===== config.mk =====
export PLATFORM = sky130hd
export DESIGN_NAME = input_conditioner
export DESIGN_NICKNAME = d
export VERILOG_FILES = /design/src/rtl/input_conditioner_pkg.sv /design/src/rtl/debounce_bit.sv /design/src/rtl/input_conditioner.sv
export SDC_FILE = /design/constraint.sdc
export NUM_CORES = 1
export LEC_CHECK = 0
export CORE_ASPECT_RATIO = 1.4
export CORE_MARGIN = 4
export CORE_UTILIZATION = 55
export DETAILED_ROUTE_END_ITERATION = 12
export PLACE_DENSITY = 0.73
export SLEW_MARGIN = 20
export SYNTH_ARGS = -nofsm -noshare
export SYNTH_HDL_FRONTEND = slang
export SYNTH_SLANG_ARGS = --single-unit
export TNS_END_PERCENT = 20

===== constraint.sdc =====
create_clock -name CLOCK_50 -period 15.15 [get_ports CLOCK_50]
set_input_delay 2.2725 -clock CLOCK_50 [delete_from_list [all_inputs] [get_ports CLOCK_50]]
set_output_delay 2.2725 -clock CLOCK_50 [all_outputs]
set_load 0.005 [all_outputs]

===== src/rtl/input_conditioner_pkg.sv =====
// Shared constants for the board-input conditioner.
// Latency: none (constants only).
// Backpressure: none.
package input_conditioner_pkg;

   // 10 ms of stable input at 50 MHz.
   localparam int DEBOUNCE_10MS = 500000;
   // Short window so simulations settle in a handful of cycles.
   localparam int DEBOUNCE_SIM  = 4;

   // Raw pin level meaning "not active" for each input type.
   localparam logic KEY_RST_LEVEL = 1'b1;   // pushbuttons are active-low, so released reads 1
   localparam logic SW_RST_LEVEL  = 1'b0;   // switch off reads 0

endpackage


===== src/rtl/debounce_bit.sv =====
// One input bit: two-flop synchronizer, stability counter, clean level and edge pulses.
// Latency: a held change reaches level DEBOUNCE_CYCLES+2 edges after first sample; pulses align with the new level.
// Backpressure: none; rise/fall are single-cycle and must be sampled every cycle.
module debounce_bit #(
   parameter int   DEBOUNCE_CYCLES = 4,
   parameter int   CNT_W           = $clog2(DEBOUNCE_CYCLES + 1),
   parameter logic RST_LEVEL       = 1'b0,
   parameter logic INVERT          = 1'b0
) (
   input  logic clk,
   input  logic rst,
   input  logic raw,
   output logic level,
   output logic rise,
   output logic fall
);

   logic             sync1;
   logic             sync2;
   logic             s;
   logic [CNT_W-1:0] cnt;
   logic             accept;

   // Two-stage synchronizer; resets to the inactive pin level so no false edge appears.
   always_ff @(posedge clk or posedge rst) begin
      if (rst) begin
         sync1 <= RST_LEVEL;
         sync2 <= RST_LEVEL;
      end else begin
         sync1 <= raw;
         sync2 <= sync1;
      end
   end

   // Internal active-high view of the synchronized input.
   assign s      = sync2 ^ INVERT;
   assign accept = (s != level) && (cnt == CNT_W'(DEBOUNCE_CYCLES - 1));

   // Count consecutive disagreeing cycles; any agreement throws away partial progress.
   always_ff @(posedge clk or posedge rst) begin
      if (rst) begin
         cnt   <= '0;
         level <= 1'b0;
      end else if (s == level) begin
         cnt   <= '0;
      end else if (accept) begin
         level <= s;
         cnt   <= '0;
      end else begin
         cnt   <= cnt + CNT_W'(1);
      end
   end

   // Pulses are registered on the same edge as the level so they coincide with its first new cycle.
   always_ff @(posedge clk or posedge rst) begin
      if (rst) begin
         rise <= 1'b0;
         fall <= 1'b0;
      end else begin
         rise <= accept &  s;
         fall <= accept & ~s;
      end
   end

endmodule


===== src/rtl/input_conditioner.sv =====
// Conditions raw KEY/SW pins into clean debounced levels plus press/release/change pulses.
// Latency: DEBOUNCE_CYCLES+2 CLOCK_50 edges from first sample of a held change to level and pulse.
// Backpressure: none; pulses last one cycle and consumers must sample every cycle.
module input_conditioner
   import input_conditioner_pkg::*;
#(
   parameter int N_KEYS          = 4,
   parameter int N_SW            = 10,
   parameter int DEBOUNCE_CYCLES = DEBOUNCE_10MS,
   parameter int CNT_W           = $clog2(DEBOUNCE_CYCLES + 1)
) (
   input  logic              CLOCK_50,
   input  logic              reset,
   input  logic [N_KEYS-1:0] KEY,
   input  logic [N_SW-1:0]   SW,
   output logic [N_KEYS-1:0] key_level,
   output logic [N_KEYS-1:0] key_press,
   output logic [N_KEYS-1:0] key_release,
   output logic [N_SW-1:0]   sw_level,
   output logic [N_SW-1:0]   sw_change
);

   logic [N_SW-1:0] sw_rise;
   logic [N_SW-1:0] sw_fall;

   // Pushbuttons: active-low pins, inverted after the synchronizer.
   for (genvar i = 0; i < N_KEYS; i++) begin : g_key
      debounce_bit #(
         .DEBOUNCE_CYCLES (DEBOUNCE_CYCLES),
         .CNT_W           (CNT_W),
         .RST_LEVEL       (KEY_RST_LEVEL),
         .INVERT          (1'b1)
      ) u_key (
         .clk   (CLOCK_50),
         .rst   (reset),
         .raw   (KEY[i]),
         .level (key_level[i]),
         .rise  (key_press[i]),
         .fall  (key_release[i])
      );
   end

   // Slide switches: active-high pins, used as-is.
   for (genvar i = 0; i < N_SW; i++) begin : g_sw
      debounce_bit #(
         .DEBOUNCE_CYCLES (DEBOUNCE_CYCLES),
         .CNT_W           (CNT_W),
         .RST_LEVEL       (SW_RST_LEVEL),
         .INVERT          (1'b0)
      ) u_sw (
         .clk   (CLOCK_50),
         .rst   (reset),
         .raw   (SW[i]),
         .level (sw_level[i]),
         .rise  (sw_rise[i]),
         .fall  (sw_fall[i])
      );
   end

   // A switch reports any change, in either direction.
   assign sw_change = sw_rise | sw_fall;

endmodule


==> flow_summary.yaml <==
outcome:
  outcome: "completed"
placement:
  portBuffers: 47
  dpl.hpwl_um: 19000
  placed_cells: 1912
  gp_congestion: 0.823
  pre_cts_ws_ns: 10.59
clock_tree:
  numCtsBuffers: 34
  clk_pin_slew_worst_paths_ns: 0.06
  cts-root-buf: "clkbuf_16"
  postCtsHoldBufs: 0
  clock-sinks: 336
  max-clock-path-buffers: 3
  h-tree-depth: 2
  clkLatencyLatePin_ns: 0.52
  cts_resized: 0
  cts_setup_buffers: 0
  cts_tree: "yes"
cells_and_area:
  drive_gt1_share_pct: 7.17
  final_cell_mix: "dfrtp_1, nor2_1, xnor2_1"
  diodes: 0
  final_core_util_pct: 63.0
  final_common_cell: "dfrtp_1"
  n_fill_cell: 2334
  area_delta_synth_final_pct: 12.0
  finalNetCount: 1609
  layout.cells.non_filler: 1973
floorplanning:
  die_y_um: 208
  die_area_um2: 31400
  initial_core_util_pct: 56.2
  rows: 72
  coreArea_um2: 27900
  num_io_pins: 48
  dieWidth_um: 151
hold_path:
  whs_path_depth: 0
  min_path_type: "reg -> reg"
  hold_end: "g_sw[8].u_sw.s$_DFF_PP0_"
  min_from: "g_sw[8].u_sw.sync1$_DFF_PP0_"
logic_synthesis:
  seq_area_frac_synth_pct: 53.6
  synth.yosys.warnings: 0
  synth_nets: 1569
  synthArstFlopShare_pct: 100
  syn_avg_cell_area_um2: 10.2
  ys_seq_elements: 336
  synthCells: 1539
  synth_edf_count: 0
  yosys_most_used_dff: "dfrtp_1"
  syn-cell-area_um2: 15700
  yosysUniqueCellTypes: 52
sta:
  hold_slack_ns: 0.344
  relSlewSlack_pct: 35.8
  drv_slew: 0
  tns_ns: 0
  fin_worst_skew_ns: 0.0172
  setup_violations: 0
  fin_crit_sh_pct: 25.8
  min_period_ns: 3.91
  rsz0062_at_grt: "no"
  finalHoldViolCount: 0
  tightest_slew_ns: 0.959
  worst_slack_ns: 11.24
  fmax_mhz: 256
route:
  wl_um: 28700
  drt_first_pass_iters: 5
  postRouteAntennaNets: 0
  post-route-drc-count: 0
  wl_per_cell_um: 14.6
  via_per_inst: 5.76
  vias: 11400
  drt_iter0_drc: 536
global_route:
  grt_max_degree: 205
  grt_usage_pct: 19.0
  grt.overflow.total: 0
  grt_antenna_before_repair: 0
  grt_pass1_vias: 11200
  grt_pass1_wl_um: 51000
pwr:
  seq_power_share_pct: 50.3
  clkPwrFrac_pct: 46.7
  irDropWorstVdd_mv: 0.0901
  p_int_w: 0.00144
  switching_share_pct: 21.6
  netSwitchingPower_w: 0.000397
  pwr-share-comb_pct: 3.0
  p_per_area_nw_per_um2: 104
  p_leak_nw: 7.14
run:
  cap_violations: 0
worst_setup_path:
  rr_endpoint: "g_sw[8].u_sw.cnt[5]$_DFF_PP0_"
  crit_path_end_kind: "output port"
  critical_path_arrival_ns: 1.63
  path_class: "reg -> out"
  regToRegSetupSlack_ns: 12.81
  crit_required_ns: 12.88
  worstSetupStartpoint: "g_sw[0].u_sw.fall$_DFF_PP0_"
  cp-start-kind: "flip-flop"
  reg2regPathDepth: 5
  crit-reg2reg-launch: "g_sw[8].u_sw.cnt[0]$_DFF_PP0_"
  crit_fanout: 1
## state kept, by name, indices dropped and copies added, names as in the netlist
name,count
g_sw.u_sw.cnt,190
g_sw.u_sw.sync1,10
g_key.u_key.sync2,4
g_sw.u_sw.s,10
g_sw.u_sw.fall,10
g_key.u_key.level,4
g_sw.u_sw.level,10
g_key.u_key.rise,4
g_key.u_key.sync1,4
g_sw.u_sw.rise,10
g_key.u_key.cnt,76
g_key.u_key.fall,4
## per-layer routing
metal  GRT usage [%]  routed length [µm]
met1            24.8               12500
met2            32.5               14600
met3            3.33                 939
met4            5.32                 590
met5               0                   0
## cell type report
class | instances | area (µm²) | area share (%)
Tap cell | 370 | 463 | 2.63
Clock buffer | 47 | 991 | 5.64
Clock inverter | 13 | 150 | 0.854
Timing Repair Buffer | 52 | 541 | 3.07
Multi-Input combinational cell | 1108 | 6840 | 38.9
Sequential cell | 336 | 8420 | 47.9
Inverter | 47 | 184 | 1.05
## through the flow
step                total power, W  area (µm²)
global placement          0.000995       16400
global route               0.00191       17600
floorplan                 0.000978       15700
finish                     0.00184       17600
detailed placement        0.000997       16400
CTS                        0.00186       17600
## logic make-up after synthesis
family                   count (synthesis)  share of synthesized area, %
AO/OA/AOI/OAI                          163                          6.32
XOR/XNOR                               179                          9.98
multiplexers                            12                         0.829
AND/OR/NAND/NOR                        740                          25.2
flip-flops                             336                          53.6
adder cells (fa/ha/maj)                 14                          1.12
buffers and inverters                   95                          2.94
## worst max path at each step
stage | endpoint | slack [ns] | depth (start not counted)
5_1_grt | g_sw[4].u_sw.cnt[18]$_DFF_PP0_ | 10.91 | 4
3_5_place_dp | g_sw[4].u_sw.cnt[18]$_DFF_PP0_ | 10.59 | 3
3_3_place_gp | g_sw[4].u_sw.cnt[18]$_DFF_PP0_ | 10.62 | 3
6_report | sw_change[0] | 11.24 | 2
2_1_floorplan | g_key[0].u_key.cnt[0]$_DFF_PP0_ | 3.58 | 1
4_1_cts | g_sw[4].u_sw.fall$_DFF_PP0_ | 11.16 | 3
## worst max-delay path, cell delays in order (launching register included)
cell and delay, ns:
dfrtp_1 0.36, or2_2 0.28, clkdlybuf4s50_1 0.47
## synth_stat cells (all sizes together) (43+ instances only)
cell | number | area share [%]
dfrtp | 328 | 52
nor2 | 203 | 4.9
xnor2 | 101 | 5.6
nand2 | 94 | 2.3
nand3 | 91 | 2.9
xor2 | 78 | 4.4
a21oi | 72 | 2.3
nand4 | 63 | 2.5
inv | 47 | 1.1
or4 | 47 | 2.2
nor4 | 46 | 1.8
or3 | 46 | 1.8
o21ai | 43 | 1.5
## power by group through the flow
stage	Sequential [W]	Combinational (W)	Clock (W)
6_report	0.000924	0.0000552	0.000856
5_1_grt	0.000925	0.0000653	0.000921
4_1_cts	0.000924	0.0000569	0.000882
3_5_place_dp	0.000940	0.0000568	0
3_3_place_gp	0.000939	0.0000553	0
2_1_floorplan	0.000937	0.0000408	0
Power figures use the tool's default switching activity.
